===== src/rtl/serial_sub_pkg.sv =====
// rtl/serial_sub_pkg.sv - shared state encoding and default width for serial_sub
package serial_sub_pkg;

    localparam int DEFAULT_WIDTH = 32;

    typedef enum logic [1:0] {
        IDLE = 2'd0,
        RUN  = 2'd1,
        DONE = 2'd2
    } state_t;

endpackage


===== src/rtl/serial_sub_if.sv =====
// rtl/serial_sub_if.sv - operand/result handshake bundle for serial_sub
// Operand side:  in_valid, in_ready, a (minuend), b (subtrahend)
// Result side:   out_valid, out_ready, diff, borrow, ovf
// master: the producer/consumer driving operands and taking results
// slave:  the subtractor
interface serial_sub_if
    import serial_sub_pkg::*;
#(
    parameter int WIDTH = DEFAULT_WIDTH
) ();
    logic             in_valid;
    logic             in_ready;
    logic [WIDTH-1:0] a;
    logic [WIDTH-1:0] b;
    logic             out_valid;
    logic             out_ready;
    logic [WIDTH-1:0] diff;
    logic             borrow;
    logic             ovf;

    modport master (
        output in_valid, a, b, out_ready,
        input  in_ready, out_valid, diff, borrow, ovf
    );

    modport slave (
        input  in_valid, a, b, out_ready,
        output in_ready, out_valid, diff, borrow, ovf
    );
endinterface


===== src/rtl/serial_sub_fa.sv =====
// rtl/serial_sub_fa.sv - one-bit full adder cell used as the serial arithmetic core
// Ports: a, b, cin (inputs); sum, cout (outputs)
module serial_sub_fa (
    input  logic a,
    input  logic b,
    input  logic cin,
    output logic sum,
    output logic cout
);
    assign sum  = a ^ b ^ cin;
    assign cout = (a & b) | (a & cin) | (b & cin);
endmodule


===== src/rtl/serial_sub.sv =====
// rtl/serial_sub.sv - bit-serial subtractor computing a - b LSB-first as a + ~b + 1
// Ports: clk, rst_n (async active-low), bus (serial_sub_if.slave: operand and
// result valid/ready handshakes, diff, borrow, ovf)
module serial_sub
    import serial_sub_pkg::*;
#(
    parameter int WIDTH = DEFAULT_WIDTH
) (
    input  logic         clk,
    input  logic         rst_n,
    serial_sub_if.slave  bus
);
    localparam int CW = $clog2(WIDTH) + 1;

    state_t           state;
    state_t           state_next;
    logic [WIDTH-1:0] sa;
    logic [WIDTH-1:0] sb;
    logic [WIDTH-1:0] result;
    logic [WIDTH-1:0] result_shifted;
    logic             carry;
    logic [CW-1:0]    counter;
    logic             a_msb;
    logic             b_msb;
    logic             fa_sum;
    logic             fa_cout;
    logic             accept;
    logic             last_bit;

    assign accept   = (state == IDLE) && bus.in_valid;
    assign last_bit = (state == RUN) && (counter == CW'(WIDTH - 1));

    // Inverted subtrahend bit plus carry seeded to 1 turns the adder into a - b.
    serial_sub_fa u_fa (
        .a    (sa[0]),
        .b    (~sb[0]),
        .cin  (carry),
        .sum  (fa_sum),
        .cout (fa_cout)
    );

    // Each new sum bit enters at the MSB so after WIDTH shifts bit 0 lands at result[0].
    generate
        if (WIDTH == 1) begin : g_shift_one
            assign result_shifted = fa_sum;
        end else begin : g_shift_many
            assign result_shifted = {fa_sum, result[WIDTH-1:1]};
        end
    endgenerate

    always_ff @(posedge clk or negedge rst_n) begin
        if (!rst_n) begin
            state <= IDLE;
        end else begin
            state <= state_next;
        end
    end

    always_comb begin
        state_next = state;
        case (state)
            IDLE:    if (bus.in_valid)  state_next = RUN;
            RUN:     if (last_bit)      state_next = DONE;
            DONE:    if (bus.out_ready) state_next = IDLE;
            default:                    state_next = IDLE;
        endcase
    end

    always_ff @(posedge clk or negedge rst_n) begin
        if (!rst_n) begin
            sa      <= '0;
            sb      <= '0;
            result  <= '0;
            carry   <= 1'b0;
            counter <= '0;
            a_msb   <= 1'b0;
            b_msb   <= 1'b0;
        end else if (accept) begin
            sa      <= bus.a;
            sb      <= bus.b;
            carry   <= 1'b1;
            counter <= '0;
            a_msb   <= bus.a[WIDTH-1];
            b_msb   <= bus.b[WIDTH-1];
        end else if (state == RUN) begin
            sa      <= sa >> 1;
            sb      <= sb >> 1;
            result  <= result_shifted;
            carry   <= fa_cout;
            counter <= counter + CW'(1);
        end
    end

    // Flags are qualified by DONE so they read 0 outside a presented result.
    assign bus.in_ready  = (state == IDLE);
    assign bus.out_valid = (state == DONE);
    assign bus.diff      = result;
    assign bus.borrow    = (state == DONE) & ~carry;
    assign bus.ovf       = (state == DONE) & (a_msb ^ b_msb) & (result[WIDTH-1] ^ a_msb);

endmodule


===== src/flat_wrapper.sv =====
// flat-port wrapper written by rule: the top's interface ports become plain ports
module serial_sub_flat import serial_sub_pkg::*;
#(
    parameter int WIDTH = DEFAULT_WIDTH
)
  (clk, rst_n, bus_in_valid, bus_a, bus_b, bus_out_ready, bus_in_ready, bus_out_valid, bus_diff, bus_borrow, bus_ovf);
  serial_sub_if #(.WIDTH(WIDTH)) bus_i ();
  input  logic clk;
  input  logic rst_n;
  input wire logic [$bits(bus_i.in_valid)-1:0] bus_in_valid;
  input wire logic [$bits(bus_i.a)-1:0] bus_a;
  input wire logic [$bits(bus_i.b)-1:0] bus_b;
  input wire logic [$bits(bus_i.out_ready)-1:0] bus_out_ready;
  output wire logic [$bits(bus_i.in_ready)-1:0] bus_in_ready;
  output wire logic [$bits(bus_i.out_valid)-1:0] bus_out_valid;
  output wire logic [$bits(bus_i.diff)-1:0] bus_diff;
  output wire logic [$bits(bus_i.borrow)-1:0] bus_borrow;
  output wire logic [$bits(bus_i.ovf)-1:0] bus_ovf;
  assign bus_i.in_valid = bus_in_valid;
  assign bus_i.a = bus_a;
  assign bus_i.b = bus_b;
  assign bus_i.out_ready = bus_out_ready;
  assign bus_in_ready = bus_i.in_ready;
  assign bus_out_valid = bus_i.out_valid;
  assign bus_diff = bus_i.diff;
  assign bus_borrow = bus_i.borrow;
  assign bus_ovf = bus_i.ovf;
  serial_sub #(.WIDTH(WIDTH)) u_core (.clk(clk), .rst_n(rst_n), .bus(bus_i));
endmodule

===== config.mk =====
export PLATFORM = sky130hd
export DESIGN_NAME = serial_sub_flat
export DESIGN_NICKNAME = d
export VERILOG_FILES = /design/src/rtl/serial_sub_pkg.sv /design/src/rtl/serial_sub_if.sv /design/src/rtl/serial_sub_fa.sv /design/src/rtl/serial_sub.sv /design/src/flat_wrapper.sv
export SDC_FILE = /design/constraint.sdc
export NUM_CORES = 1
export LEC_CHECK = 0
export CAP_MARGIN = 40
export CORE_ASPECT_RATIO = 0.5
export CORE_MARGIN = 2
export CORE_UTILIZATION = 45
export DETAILED_ROUTE_END_ITERATION = 10
export PLACE_DENSITY_LB_ADDON = 0.05
export SYNTH_ARGS = -nofsm -noshare
export SYNTH_HDL_FRONTEND = slang
export SYNTH_SLANG_ARGS = --single-unit

===== constraint.sdc =====
create_clock -name clk -period 1.8 [get_ports clk]
set_input_delay 0.36 -clock clk [delete_from_list [all_inputs] [get_ports clk]]
set_output_delay 0.36 -clock clk [all_outputs]
set_load 0.1 [all_outputs]

# == Word-level counts from Yosys, hierarchy flattened ==
# Index checks and enable logic that the tools add are counted.
# totals
ff_bits,107
in_bits,68
output_inout_bits,36
word_cells,48
# op_classes
add_sub_neg,1
eq_ne,6
muxes,12
bitwise_logic,15
reduce_logical,6
# ops
operator,n
$mux 32,4
$mux 6,2
$add 6x1->6 const B,1
$and 1x1->1,6
$eq 6x5->1 const B,1
$mux 2,3
$pmux 2 s3,1
$ne 2x2->1 const B,2
$xor 1x1->1,4
$not 1->1,3
$reduce_and 3->1,1
$eq 2x1->1 const B,1
$eq 2x2->1 const B,1
$logic_and 1x1->1,2
$logic_not 2->1,1
$mux 1,2
$ne 2x1->1 const B,1
$or 1x1->1,2
$reduce_and 2->1,1
$reduce_bool 2->1,1

# == Longest topological paths before layout ==
# depth
ltp_word,6
mapped_depth,6
ltp_nobuf,4

# == By module ==
# Synthesis repeated with hierarchy kept, for this count alone.
# hier_totals
cells_unflattened,471
area_unflattened_um2,4411.7
# modules_own_cells
mod,n_inst,cells_each,area_per_inst_um2,seq_area_each_um2
serial_sub,1,470,4391.7,2677.6
serial_sub_fa,1,1,20.0,0.0

# == Least setup slack after synthesis ==
# No wires, ideal clock.
# synth_timing
path_kind,flip-flop to output port
startpoint,register u_core.result[31] (netlist: u_core.bus.diff[31])
endpoint,output bus_ovf
t_arrival_ps,2832
required_time_ps,1440
path_slack_ps,-1392
path_stages_with_launch,3
path_buffers,0
path_cell_list,dfrtp_1 > or3b_2 > a21oi_1
# synth_via
elab_chain_len,2
# synth_lines
item,line,rtl
"start, declared",serial_sub.sv:19,logic [WIDTH-1:0] result;
"start signal, assigned",serial_sub.sv:88,result <= result_shifted;
$xor 1x1->1,serial_sub.sv:99,assign bus.ovf = (state == DONE) & (a_msb ^ b_msb) & (result[WIDTH-1] ^ a_msb);
$and 1x1->1,serial_sub.sv:99,
"end, declared",flat_wrapper.sv:18,output wire logic [$bits(bus_i.ovf)-1:0] bus_ovf;
# Every way passes these cells.

# == Final worst setup path ==
# Ends and elaborated chain as after synthesis.

==> flow_summary.toml <==
[critical_path]
critical_path.endpoint_type = "output port"
worstSetupStartpoint = "u_core.bus.diff[31]"
worstRegToRegCells = 4
critPathArrivalTime_ns = 1.53
worst-r2r-setup-slack_ns = 0.26
worstPathMaxFanout = 2
critical_path_required_ns = 1.44
worst_r2r_startpoint = "u_core.state[0]"
worstSetupPathType = "flip-flop to output port"
launching_element_type_of_the_critical_path = "flip-flop"

[place]
place_congestion = 0.772
buffer_ports.inserted = 103
placement.setup.worst_slack_ns = 0.0118
placedInstanceArea_um2 = 6270
detailed_place_hpwl_mm = 7.03
dp_cells = 708

[finish]
layout_common_cells = "158 x sky130_fd_sc_hd__nand2_1, 104 x sky130_fd_sc_hd__dfrtp_1, 66 x sky130_fd_sc_hd__o21ai_0, 66 x sky130_fd_sc_hd__clkdlybuf4s50_1, 61 x sky130_fd_sc_hd__a22oi_1"
final-instance-count-excl-fill = 725
layout_cell_share_with_drive_strength_beyond_1 = 0.152
postLayoutCellArea_um2 = 6610
multi_input_area_um2 = 1800
most_frequent_standard_cell_in_the_layout_excluding_fill_and_tap_cells = "sky130_fd_sc_hd__nand2_1"
fillers = 812
syn_to_final_growth_pct = 42.2
diodes = 0
nets = 651
layout.core_utilization = 0.653
register_area_um2 = 2680

[status]
run_status = "finished with violations"
violations = "negative setup slack"

[worst_hold_path]
worstHoldPathType = "input port to async pin"

[detailed_routing]
drt_first_pass_iters = 5
dr_total_vias = 3768
route.final.wire_length_mm = 10.7
wl_per_cell_um = 14.7
drt-vias-per-instance = 5.20
detailedRoute.firstIterationViolations = 209
antenna_violating_nets_post_route = 0
drc = 0

[power_and_ir_drop]
p_leak_nw = 2.88
share_clk_of_total_power = 0.165
switching_share = 0.446
combinational_power_share = 0.500
internal_power_mw = 7.06
power.net_switching_mw = 5.69
p_seq_frac = 0.335
vdd_ir_drop_max_mv = 0.683
powerDensity_nw_per_um2 = 1930

[logic_synthesis]
synth-edff-count = 0
synth_seq_area_share = 0.576
synthCells = 482
postSynth.topFlopCell = "sky130_fd_sc_hd__dfrtp_1"
synth.net_count = 552
synthesis.area_um2 = 4650
netlist-cell-type-count = 33
synth_seq_cells = 107
ys.warnings.count = 0
async_flop_share = 1.00
syn-mean-instance-area_um2 = 9.64

[global_routing]
grt_use_total = 0.205
grt_pass1_vias = 3649
global_route_wire_length_before_repair_mm = 18.3
grt_max_degree = 47
globalRoute.totalOverflow = 0
grt_antenna_before_repair = 0

[sta]
worst-slew-pin-transition_ns = 0.363
drv_slew = 0
fin_crit_share = 1.05
clock_skew_ns = 0.00833
setup_viol = 1
grt_setup_unrepaired = "true"
slew-limit-headroom = 0.756
period_minus_slack_ns = 1.89
setup_tns_ns = -0.0895
number_of_endpoints_with_negative_hold_slack_in_the_final_report = 0
fmaxAchievable_mhz = 529
layout_setup_ws_ns = -0.0895

[floorplan]
floorplan.io_pins = 104
initial_utilization = 0.459
std_cell_rows = 26
die-area_um2 = 11200
fp.dieH_um = 75.9
die_boundary_width_um = 148
core_um2 = 10100

[clock_network]
clock_sinks = 107
cts_buffer_count = 9
cts_tree = "done"
maximum_buffer_depth_of_the_clock_tree = 2
cts.reportedPaths.clkPinSlew_ns = 0.07
htree_num_levels = 3
clk-insertion-delay-late_ns = 0.34
clock_root_cell = "sky130_fd_sc_hd__clkbuf_16"

[flow_run]
drv_cap = 0
==> power groups by stage <==
stage | sequential, mW | combinational [mW] | clock (mW)
floorplan | 6.36 | 1.90 | 0
global placement | 4.29 | 6.27 | 0
global route | 4.42 | 6.83 | 2.24
CTS | 4.26 | 6.44 | 2.16
detailed placement | 4.30 | 6.39 | 0
finish | 4.27 | 6.38 | 2.11
==> through the flow <==
stage	total power, mW	hold WS [ns]
3_5_place_dp	10.7	0.270
6_report	12.8	0.449
3_3_place_gp	10.6	0.270
2_1_floorplan	8.26	0.0644
4_1_cts	12.9	0.455
5_1_grt	13.5	0.479
==> critical path, cell delays in order (launching register included) <==
cell	delay [ns]
sky130_fd_sc_hd__dfrtp_4	0.47
sky130_fd_sc_hd__or3b_4	0.38
sky130_fd_sc_hd__a21oi_4	0.15
sky130_fd_sc_hd__buf_12	0.19
==> routing by layer <==
metal / global-route usage / routed length [um] / vias to the layer above
met5: 0 / 0 / -
met4: 0.0417 / 86 / 0
met3: 0.0569 / 551 / 9
met2: 0.316 / 4850 / 93
met1: 0.296 / 5200 / 1818
li1: - / - / 1848
==> Yosys cell counts (all sizes together), types with 2 or more instances <==
cell type  number  area [um2]
a21oi           9        45.0
nor2            4        15.0
nor2b           8        52.6
nand2         158         593
a22o            2        17.5
buf            26         163
inv             3        11.3
nor3            2        10.0
a22oi          61         458
dfrtp         107        2680
o21ai          66         330
clkbuf         11        41.3
nand3           4        20.0
mux2            3        33.8
nand2b          3        18.8
==> flip-flops by register name, summed over array words and instances, names as in the netlist <==
name and flops:
u_core.a_msb 1, u_core.carry 1, u_core.state 2, u_core.b_msb 1
u_core.sb 32, u_core.bus.diff 32, u_core.sa 32, u_core.counter 6
==> path summary, 6_finish.rpt <==
path / to
max: bus_ovf
min: u_core.bus.diff[9]
max reg2reg: u_core.counter[3]
min reg2reg: u_core.sa[8]
max in group asynchronous: u_core.bus.diff[31]
min in group clk: u_core.sa[8]
==> layout make-up <==
| cell class | instances | share of cell area |
|---|---|---|
| Clock buffer | 10 | 0.0362 |
| Clock inverter | 5 | 0.0117 |
| Inverter | 3 | 0.00227 |
| Multi-Input combinational cell | 335 | 0.272 |
| Sequential cell | 107 | 0.406 |
| Tap cell | 140 | 0.0265 |
| Timing Repair Buffer | 125 | 0.245 |
==> logic make-up (layout without fill, tap and decap cells) <==
kind of cell               count (synthesis)  in the layout  synth area share
adders and majority gates                  2              2           0.00700
buffers and inverters                     40            143            0.0463
AOI/OAI and AO/OA                        143            143             0.194
DFF                                      107            107             0.576
xor gates and xnor gates                   1              1           0.00189
and+or+nand+nor                          185            185             0.165
muxes                                      4              4           0.00942
==> what timing repair did <==
| item | in CTS | in global routing |
|---|---|---|
| hold buffers | 1 | 0 |
| hold endpoints to repair | 18 | 0 |
| endpoints found under the setup margin | 1 | 3 |
| buffers inserted | 1 | 0 |
| pin swaps | 0 | 0 |
| resized for setup | 1 | 1 |
Note: power is estimated with default switching activity, not from simulation.
